**config.mk**
```make
export PLATFORM = sky130hd
export DESIGN_NAME = booth_product_accumulator_flat
export DESIGN_NICKNAME = d
export VERILOG_FILES = /design/src/rtl/booth_product_accumulator_if.sv /design/src/rtl/booth_product_accumulator.sv /design/src/flat_wrapper.sv
export SDC_FILE = /design/constraint.sdc
export NUM_CORES = 1
export LEC_CHECK = 0
export BUFFER_PORTS_ARGS = -buffer_cell sky130_fd_sc_hd__buf_4
export CAP_MARGIN = 20
export CORE_UTILIZATION = 55
export CTS_CLUSTER_SIZE = 12
export DETAILED_ROUTE_END_ITERATION = 10
export PLACE_DENSITY = 0.79
export SLEW_MARGIN = 20
export SYNTH_ARGS = -nofsm -noshare
export SYNTH_HDL_FRONTEND = slang
export SYNTH_SLANG_ARGS = --single-unit
export TNS_END_PERCENT = 30
```
**constraint.sdc**
```tcl
create_clock -name clk -period 4.9 [get_ports clk]
set_input_delay 0.98 -clock clk [delete_from_list [all_inputs] [get_ports clk]]
set_output_delay 0.98 -clock clk [all_outputs]
set_load 0.05 [all_outputs]
```
**src/rtl/booth_product_accumulator_if.sv**
```systemverilog
// Handshake bundle between a Booth-product source and the product accumulator:
// product stream in, saturated sum out, plus burst control and status.
interface booth_product_accumulator_if #(
    parameter int PROD_W = 8,
    parameter int ACC_W  = 16
);
    logic              start;
    logic              prod_valid;
    logic [PROD_W-1:0] prod_data;
    logic              prod_ready;
    logic              acc_valid;
    logic              acc_ready;
    logic [ACC_W-1:0]  acc_data;
    logic              acc_ovf;
    logic              busy;

    modport master (
        output start, prod_valid, prod_data, acc_ready,
        input  prod_ready, acc_valid, acc_data, acc_ovf, busy
    );

    modport slave (
        input  start, prod_valid, prod_data, acc_ready,
        output prod_ready, acc_valid, acc_data, acc_ovf, busy
    );
endinterface

```
**src/rtl/booth_product_accumulator.sv**
```systemverilog
// Sums a burst of NUM_TERMS signed products into a saturating accumulator and
// offers the result on a valid/ready handshake; the accumulate half of a MAC.
module booth_product_accumulator #(
    parameter int PROD_W    = 8,
    parameter int ACC_W     = 16,
    parameter int NUM_TERMS = 4
) (
    input logic                       clk,
    input logic                       rst,
    booth_product_accumulator_if.slave bus
);
    localparam int              CNT_W   = (NUM_TERMS > 1) ? $clog2(NUM_TERMS) : 1;
    localparam logic [CNT_W-1:0] LAST    = CNT_W'(NUM_TERMS - 1);
    localparam logic [ACC_W-1:0] ACC_MAX = {1'b0, {(ACC_W-1){1'b1}}};
    localparam logic [ACC_W-1:0] ACC_MIN = {1'b1, {(ACC_W-1){1'b0}}};

    typedef enum logic [1:0] {IDLE, ACCUM, DONE} state_t;

    state_t             state_q, state_d;
    logic [ACC_W-1:0]   acc_q, acc_d;
    logic               ovf_q, ovf_d;
    logic [CNT_W-1:0]   count_q, count_d;

    logic [ACC_W:0]     sum;
    logic               pos_clamp, neg_clamp;
    logic [ACC_W-1:0]   sat_sum;

    // One guard bit is enough: the sign bits disagree exactly when the true sum
    // left the ACC_W-bit signed range.
    assign sum       = {acc_q[ACC_W-1], acc_q}
                     + {{(ACC_W+1-PROD_W){bus.prod_data[PROD_W-1]}}, bus.prod_data};
    assign pos_clamp = ~sum[ACC_W] &  sum[ACC_W-1];
    assign neg_clamp =  sum[ACC_W] & ~sum[ACC_W-1];

    always_comb begin
        // NOTE: every combinational output gets a default first so no path can infer a latch.
        sat_sum = sum[ACC_W-1:0];
        if (pos_clamp)      sat_sum = ACC_MAX;
        else if (neg_clamp) sat_sum = ACC_MIN;
    end

    always_comb begin
        state_d = state_q;
        acc_d   = acc_q;
        ovf_d   = ovf_q;
        count_d = count_q;
        unique case (state_q)
            IDLE: begin
                if (bus.start) begin
                    state_d = ACCUM;
                    acc_d   = '0;
                    ovf_d   = 1'b0;
                    count_d = '0;
                end
            end
            ACCUM: begin
                // prod_ready is high throughout ACCUM, so valid alone marks a transfer.
                if (bus.prod_valid) begin
                    acc_d = sat_sum;
                    if (pos_clamp || neg_clamp) ovf_d = 1'b1;
                    if (count_q == LAST) state_d = DONE;
                    else                 count_d = count_q + 1'b1;
                end
            end
            DONE: begin
                if (bus.acc_ready) state_d = IDLE;
            end
            default: state_d = IDLE;
        endcase
    end

    always_ff @(posedge clk) begin
        // NOTE: non-blocking assignments keep every register sampling pre-edge values.
        if (rst) begin
            state_q <= IDLE;
            acc_q   <= '0;
            ovf_q   <= 1'b0;
            count_q <= '0;
        end else begin
            state_q <= state_d;
            acc_q   <= acc_d;
            ovf_q   <= ovf_d;
            count_q <= count_d;
        end
    end

    assign bus.prod_ready = (state_q == ACCUM);
    assign bus.acc_valid  = (state_q == DONE);
    assign bus.busy       = (state_q != IDLE);
    assign bus.acc_data   = acc_q;
    assign bus.acc_ovf    = ovf_q;
endmodule

```
**src/flat_wrapper.sv**
```systemverilog
// flat-port wrapper written by rule: the top's interface ports become plain ports
module booth_product_accumulator_flat 
#(
    parameter int PROD_W    = 8,
    parameter int ACC_W     = 16,
    parameter int NUM_TERMS = 4
)
  (clk, rst, bus_start, bus_prod_valid, bus_prod_data, bus_acc_ready, bus_prod_ready, bus_acc_valid, bus_acc_data, bus_acc_ovf, bus_busy);
  booth_product_accumulator_if #(.PROD_W(PROD_W), .ACC_W(ACC_W)) bus_i ();
  input logic clk;
  input logic rst;
  input wire logic [$bits(bus_i.start)-1:0] bus_start;
  input wire logic [$bits(bus_i.prod_valid)-1:0] bus_prod_valid;
  input wire logic [$bits(bus_i.prod_data)-1:0] bus_prod_data;
  input wire logic [$bits(bus_i.acc_ready)-1:0] bus_acc_ready;
  output wire logic [$bits(bus_i.prod_ready)-1:0] bus_prod_ready;
  output wire logic [$bits(bus_i.acc_valid)-1:0] bus_acc_valid;
  output wire logic [$bits(bus_i.acc_data)-1:0] bus_acc_data;
  output wire logic [$bits(bus_i.acc_ovf)-1:0] bus_acc_ovf;
  output wire logic [$bits(bus_i.busy)-1:0] bus_busy;
  assign bus_i.start = bus_start;
  assign bus_i.prod_valid = bus_prod_valid;
  assign bus_i.prod_data = bus_prod_data;
  assign bus_i.acc_ready = bus_acc_ready;
  assign bus_prod_ready = bus_i.prod_ready;
  assign bus_acc_valid = bus_i.acc_valid;
  assign bus_acc_data = bus_i.acc_data;
  assign bus_acc_ovf = bus_i.acc_ovf;
  assign bus_busy = bus_i.busy;
  booth_product_accumulator #(.PROD_W(PROD_W), .ACC_W(ACC_W), .NUM_TERMS(NUM_TERMS)) u_core (.clk(clk), .rst(rst), .bus(bus_i));
endmodule
```
==> results of run 1 <==
==> registers in the layout, summed over array words and instances, names as in the netlist <==
name                 flops
u_core.count_q           2
u_core.bus.acc_ovf       1
u_core.bus.acc_data     16
u_core.state_q           2
==> placed cells by master (no fill, tap or decap), types with 8 or more instances in the layout <==
master	count
a21oi_1	25
o21ai_0	8
nor3_1	9
ha_1	19
nand2_1	12
buf_4	32
inv_1	8
a21o_1	8
nand3_1	8
dfxtp_1	21
nor2_1	19
==> per-layer routing <==
metal  up-vias  GRT usage, %  part of all wire (%)
met3         6          2.46                   5.2
met5         -             0                     0
met4         0          10.5                   1.3
met1       802          34.8                    45
li1        871             -                     -
met2        60          47.5                    49
==> cell type report <==
cell class | instances | area, um^2
Tap cell | 31 | 38.8
Clock buffer | 4 | 26.3
Multi-Input combinational cell | 181 | 1220
Inverter | 8 | 30.0
Fill cell | 248 | 872
Sequential cell | 21 | 420
Timing Repair Buffer | 32 | 240
==> final timing paths <==
kind                          start                      to  slack (ns)
max                bus_prod_data[7]  u_core.bus.acc_data[9]        0.92
min          u_core.bus.acc_data[4]  u_core.bus.acc_data[4]        0.49
max reg2reg  u_core.bus.acc_data[0]  u_core.bus.acc_data[9]        1.27
min reg2reg  u_core.bus.acc_data[4]  u_core.bus.acc_data[4]        0.49
==> where the power goes <==
part	switching [mW]	internal (mW)
logic	0.149	0.0898
registers	0.0106	0.183
clock network	0.0565	0.0317
==> metrics by stage <==
stage	area (um^2)	worst slack, ns	instances
6_report	1980	0.923	277
5_1_grt	1980	0.703	277
4_1_cts	1980	0.947	277
3_5_place_dp	1950	0.646	273
3_3_place_gp	1950	0.768	273
2_1_floorplan	1710	1.18	218
==> logic make-up (layout without fill, tap and decap cells) <==
group                      count (synthesis)  in the layout  synth area share (%)
AOI/OAI and AO/OA                         73             73                  28.1
xor gates and xnor gates                   4              4                  2.05
adders and majority gates                 20             20                  15.1
buffers and inverters                     16             44                  3.73
DFF                                       21             21                  24.6
muxes                                      2              2                  1.17
and+or+nand+nor                           82             82                  25.3
==> worst min-delay path: cells and delay by family (launching register included) <==
kind | cells | cell delay (ns)
flops | 1 | 0.35
simple gates | 1 | 0.06
compound gates | 1 | 0.05
==> metrics.cfg, run 1 <==
[setup_path]
crit_family = simple AND/OR/NAND/NOR gates
r2r_cells = 14
crit_type = primary input to register
worstSetupPathDepth = 13
critPathMaxStageDelay_ns = 0.41
crit_buf_inv = 1
cp.arrival_ns = 4.18
worstPathCellList = buf_4 > ha_1 > and3_1 > and3_1 > nand3_1 > a21oi_1 > nor4_1 > nor3_1 > ha_1 > or3_1 > or3_1 > o221ai_1 > or3_1
end_kind = register
start_kind = primary input
worstPathRequired_ns = 5.10
crit_slowest_cell = ha_1
cp_max_fo = 11
crit_top_cell = or3_1

[clocking]
max-clock-path-buffers = 2
h-tree-depth = 1
path_clk_slew_ns = 0.13
cts_tree = yes
root_buffer = clkbuf_4
cts-buffers-inserted = 3
ctsHoldBuffers = 0
post_cts_buffers = 0
worstSkewPairLatency_ns = 0.31
cts.sinks = 21
ctsResizeCount = 0

[sta]
clock_skew_ns = 0.00260
hold_ws_ns = 0.486
fin_crit_ns = 3.98
slew_headroom_pct = 31.5
max_freq_ghz = 0.251
final.period_utilization_pct = 81.2
rsz0062_at_grt = no
maxSlewViolCount = 0
worst-slew-pin-transition_ns = 1.02
tns_ns = 0
setup_viol = 0
hold_violations = 0

[yosys]
synth-edff-count = 0
ys_async_sr_fraction_pct = 0
synthTopCellsByCount = 25 x a21oi_1, 21 x dfxtp_1, 19 x ha_1, 19 x nor2_1, 12 x nand2_1
syn_nets = 251
syn_avg_cell_area_um2 = 7.84
synth.area.top_cells = dfxtp_1 25%, ha_1 14%, a21oi_1 7.3%, nor2_1 4.2%, a21o_1 3.5%
ys_seq_area_share_pct = 24.6
ys_warn_count = 0
ys_types = 48
yosys_register_bits = 21
yosys_most_used_dff = dfxtp_1
syn_area_um2 = 1710
yosysTopAreaCellShare_pct = 24.6
synth_area_leader_cell = dfxtp_1
synth_most_common_cell = a21oi_1
synth_cells = 218

[floorplanning]
rows = 19
initial_core_util_pct = 59.9
die_width_um = 57.7
dieArea_um2 = 3330
pin_count = 33
chipHeight_um = 57.7
core_um2 = 2850

[grt]
antenna_found_initial = 0
grt_pass1_wl_um = 7230
grt_pass1_vias = 1668
grt_max_degree = 23
grt.total_usage_pct = 27.2
grt_overflow = 0

[cells_and_area]
antenna_cells = 0
final_util_pct = 69.4
drive_gt1_share_pct = 15.9
area_growth_pct = 15.9
final_nets = 280

[detailed_routing]
drt-pass1-iter-count = 7
drc = 1
drt_iter0_markers = 74
antenna_left = 0
vias_per_cell = 6.28
num_vias = 1739
wl_per_cell_um = 15.3
routed_wl_um = 4230

[min_path]
hp-class = register to register
hold_depth = 2

[place]
port_buffers = 32
gp_congestion = 0.881
hpwl_um = 3180

[status]
status = finished with violations
violations = DRC

[run]
cap_violations = 0

[pwr]
power.total_uw = 520
leakagePower_nw = 0.919
vdd_drop_max_mv = 0.153
p_per_area_nw_per_um2 = 263

No activity file was read; power rests on OpenSTA's default activity.
==> inputs of run 2 (changes only) <==
Settings changed: ABC_AREA from default to 1, CORE_UTILIZATION 55 to 57, PLACE_DENSITY 0.79 to 0.81.
Clock period 4.9 ns to 3.9 ns, I/O delays scaled along.
==> metrics.cfg, run 2 <==
[status]
status = completed

[detailed_routing]
routed_wl_um = 4700
num_vias = 2065
drc = 0
antenna_left = 0
wl_per_cell_um = 11.6
drt-pass1-iter-count = 4
drt_iter0_markers = 157
vias_per_cell = 5.10

[cells_and_area]
final_common_cell = nand2_1
largest_reg_flops = 16
final_util_pct = 71.7
fillers = 307
final_nets = 395
drive_gt1_share_pct = 17.5
area_growth_pct = 14.9
antenna_cells = 0
final_cell_mix = 125 x nand2_1, 51 x inv_1, 32 x buf_4

[min_path]
hp-class = register to register
hold_depth = 2
whs_endpoint = u_core.count_q[1]
worstHoldStart = u_core.count_q[1]

[sta]
worst-slew-pin-transition_ns = 0.570
rsz0062_at_grt = no
hold_violations = 0
tns_ns = 0
final.period_utilization_pct = 77.3
clock_skew_ns = 0.00833
fin_crit_ns = 3.02
slew_headroom_pct = 61.9
hold_ws_ns = 0.477
setup_viol = 0
max_freq_ghz = 0.332
maxSlewViolCount = 0

[run]
cap_violations = 0

[pwr]
power.total_uw = 571
p_per_area_nw_per_um2 = 253
leakagePower_nw = 1.26
vdd_drop_max_mv = 0.181

[setup_path]
cp_max_fo = 11
cp.arrival_ns = 3.27
crit_type = primary input to register
worstPathRequired_ns = 4.16
timing.rr.end = u_core.bus.acc_data[12]
r2r_cells = 19
start_kind = primary input
end_kind = register
r2r_slack_ns = 1.07
timing.rr.start = u_core.bus.acc_data[3]

[clocking]
cts_tree = yes
h-tree-depth = 1
worstSkewPairLatency_ns = 0.32
cts-buffers-inserted = 3
path_clk_slew_ns = 0.13
root_buffer = clkbuf_4
max-clock-path-buffers = 2
ctsHoldBuffers = 0
post_cts_buffers = 0
ctsResizeCount = 0
cts.sinks = 21

[yosys]
synthTopCellsByCount = 125 x nand2_1, 51 x inv_1, 24 x a21oi_1
syn_nets = 364
yosysTopAreaCellShare_pct = 23.8
yosys_register_bits = 21
ys_async_sr_fraction_pct = 0
synth_area_leader_cell = nand2_1
ys_types = 27
ys_seq_area_share_pct = 21.4
synth_cells = 331
ys_warn_count = 0
synth_most_common_cell = nand2_1
syn_area_um2 = 1970
yosys_most_used_dff = dfxtp_1
synth-edff-count = 0
synth.area.top_cells = nand2_1 24%, dfxtp_1 21%, ha_1 12%, inv_1 9.7%, a21oi_1 6.1%
syn_avg_cell_area_um2 = 5.95

[floorplanning]
rows = 20
initial_core_util_pct = 62.4
dieArea_um2 = 3690
chipHeight_um = 60.8
die_width_um = 60.8
core_um2 = 3150
pin_count = 33

[grt]
grt_pass1_vias = 1753
grt.total_usage_pct = 27.7
grt_pass1_wl_um = 7650
grt_overflow = 0
antenna_found_initial = 0
grt_max_degree = 22

[place]
port_buffers = 32
gp_congestion = 0.870
hpwl_um = 3620

run 2: worst max path at each step:
stage,end,slack [ns],startpoint
global route,u_core.bus.acc_data[7],0.63,bus_prod_data[7]
detailed placement,u_core.bus.acc_data[11],0.58,bus_prod_data[7]
CTS,u_core.bus.acc_data[11],0.91,bus_prod_data[7]
floorplan,u_core.bus.acc_data[7],1.13,bus_prod_data[0]
global placement,u_core.bus.acc_data[12],0.59,bus_prod_data[7]
finish,u_core.bus.acc_data[12],0.88,bus_prod_data[7]
run 2: through the flow:
step,instance area (um^2),setup slack [ns],instances
floorplan,1970,1.13,331
global placement,2230,0.585,401
detailed placement,2230,0.580,401
CTS,2260,0.912,405
global route,2260,0.632,405
finish,2260,0.884,405
run 2: area by class of cell:
type	count	area (um^2)	area share (%)
multi-input combinational	249	1310	58.0
sequential	21	420	18.6
timing repair buffer	32	240	10.6
inverter	55	206	9.13
tap	44	55.1	2.43
clock buffer	3	22.5	0.996
clock inverter	1	5.00	0.221
run 2: critical path, cell delays in order:
cell,delay (ns)
buf_4,0.15
ha_1,0.34
nand2_1,0.12
inv_2,0.04
nand2_1,0.10
nor2_2,0.05
nand2_1,0.12
nand2_1,0.07
nand2_1,0.07
nand2_1,0.06
a21oi_2,0.18
inv_2,0.05
nand2_1,0.05
nand2_1,0.06
ha_1,0.25
inv_1,0.34
nand3_1,0.14
nand2_1,0.09
nand2_1,0.07
a21oi_2,0.13
run 2: cells by family after synthesis:
| group | count (synthesis) | synth area share [%] |
|---|---|---|
| AND/OR/NAND/NOR | 189 | 41.8 |
| buffers and inverters | 61 | 12.0 |
| AO/OA/AOI/OAI | 38 | 10.9 |
| flip-flops | 21 | 21.4 |
| adder cells (fa/ha/maj) | 20 | 13.1 |
| XOR/XNOR | 2 | 0.890 |
run 2: report_power, final:
group | internal, mW | leakage (nW) | switching, mW
sequential | 0.223 | 0.170 | 0.00799
combinational | 0.0770 | 1.07 | 0.150
clock | 0.0384 | 0.0177 | 0.0743
run 2: metal layers:
metal	track usage, %	wire, um	part of all wire, %	vias up
met2	46.9	2140	46	50
li1	-	-	-	1091
met4	8.12	49	1.0	0
met5	0	0	0	-
met1	37.5	2240	48	919
met3	2.13	270	5.7	5
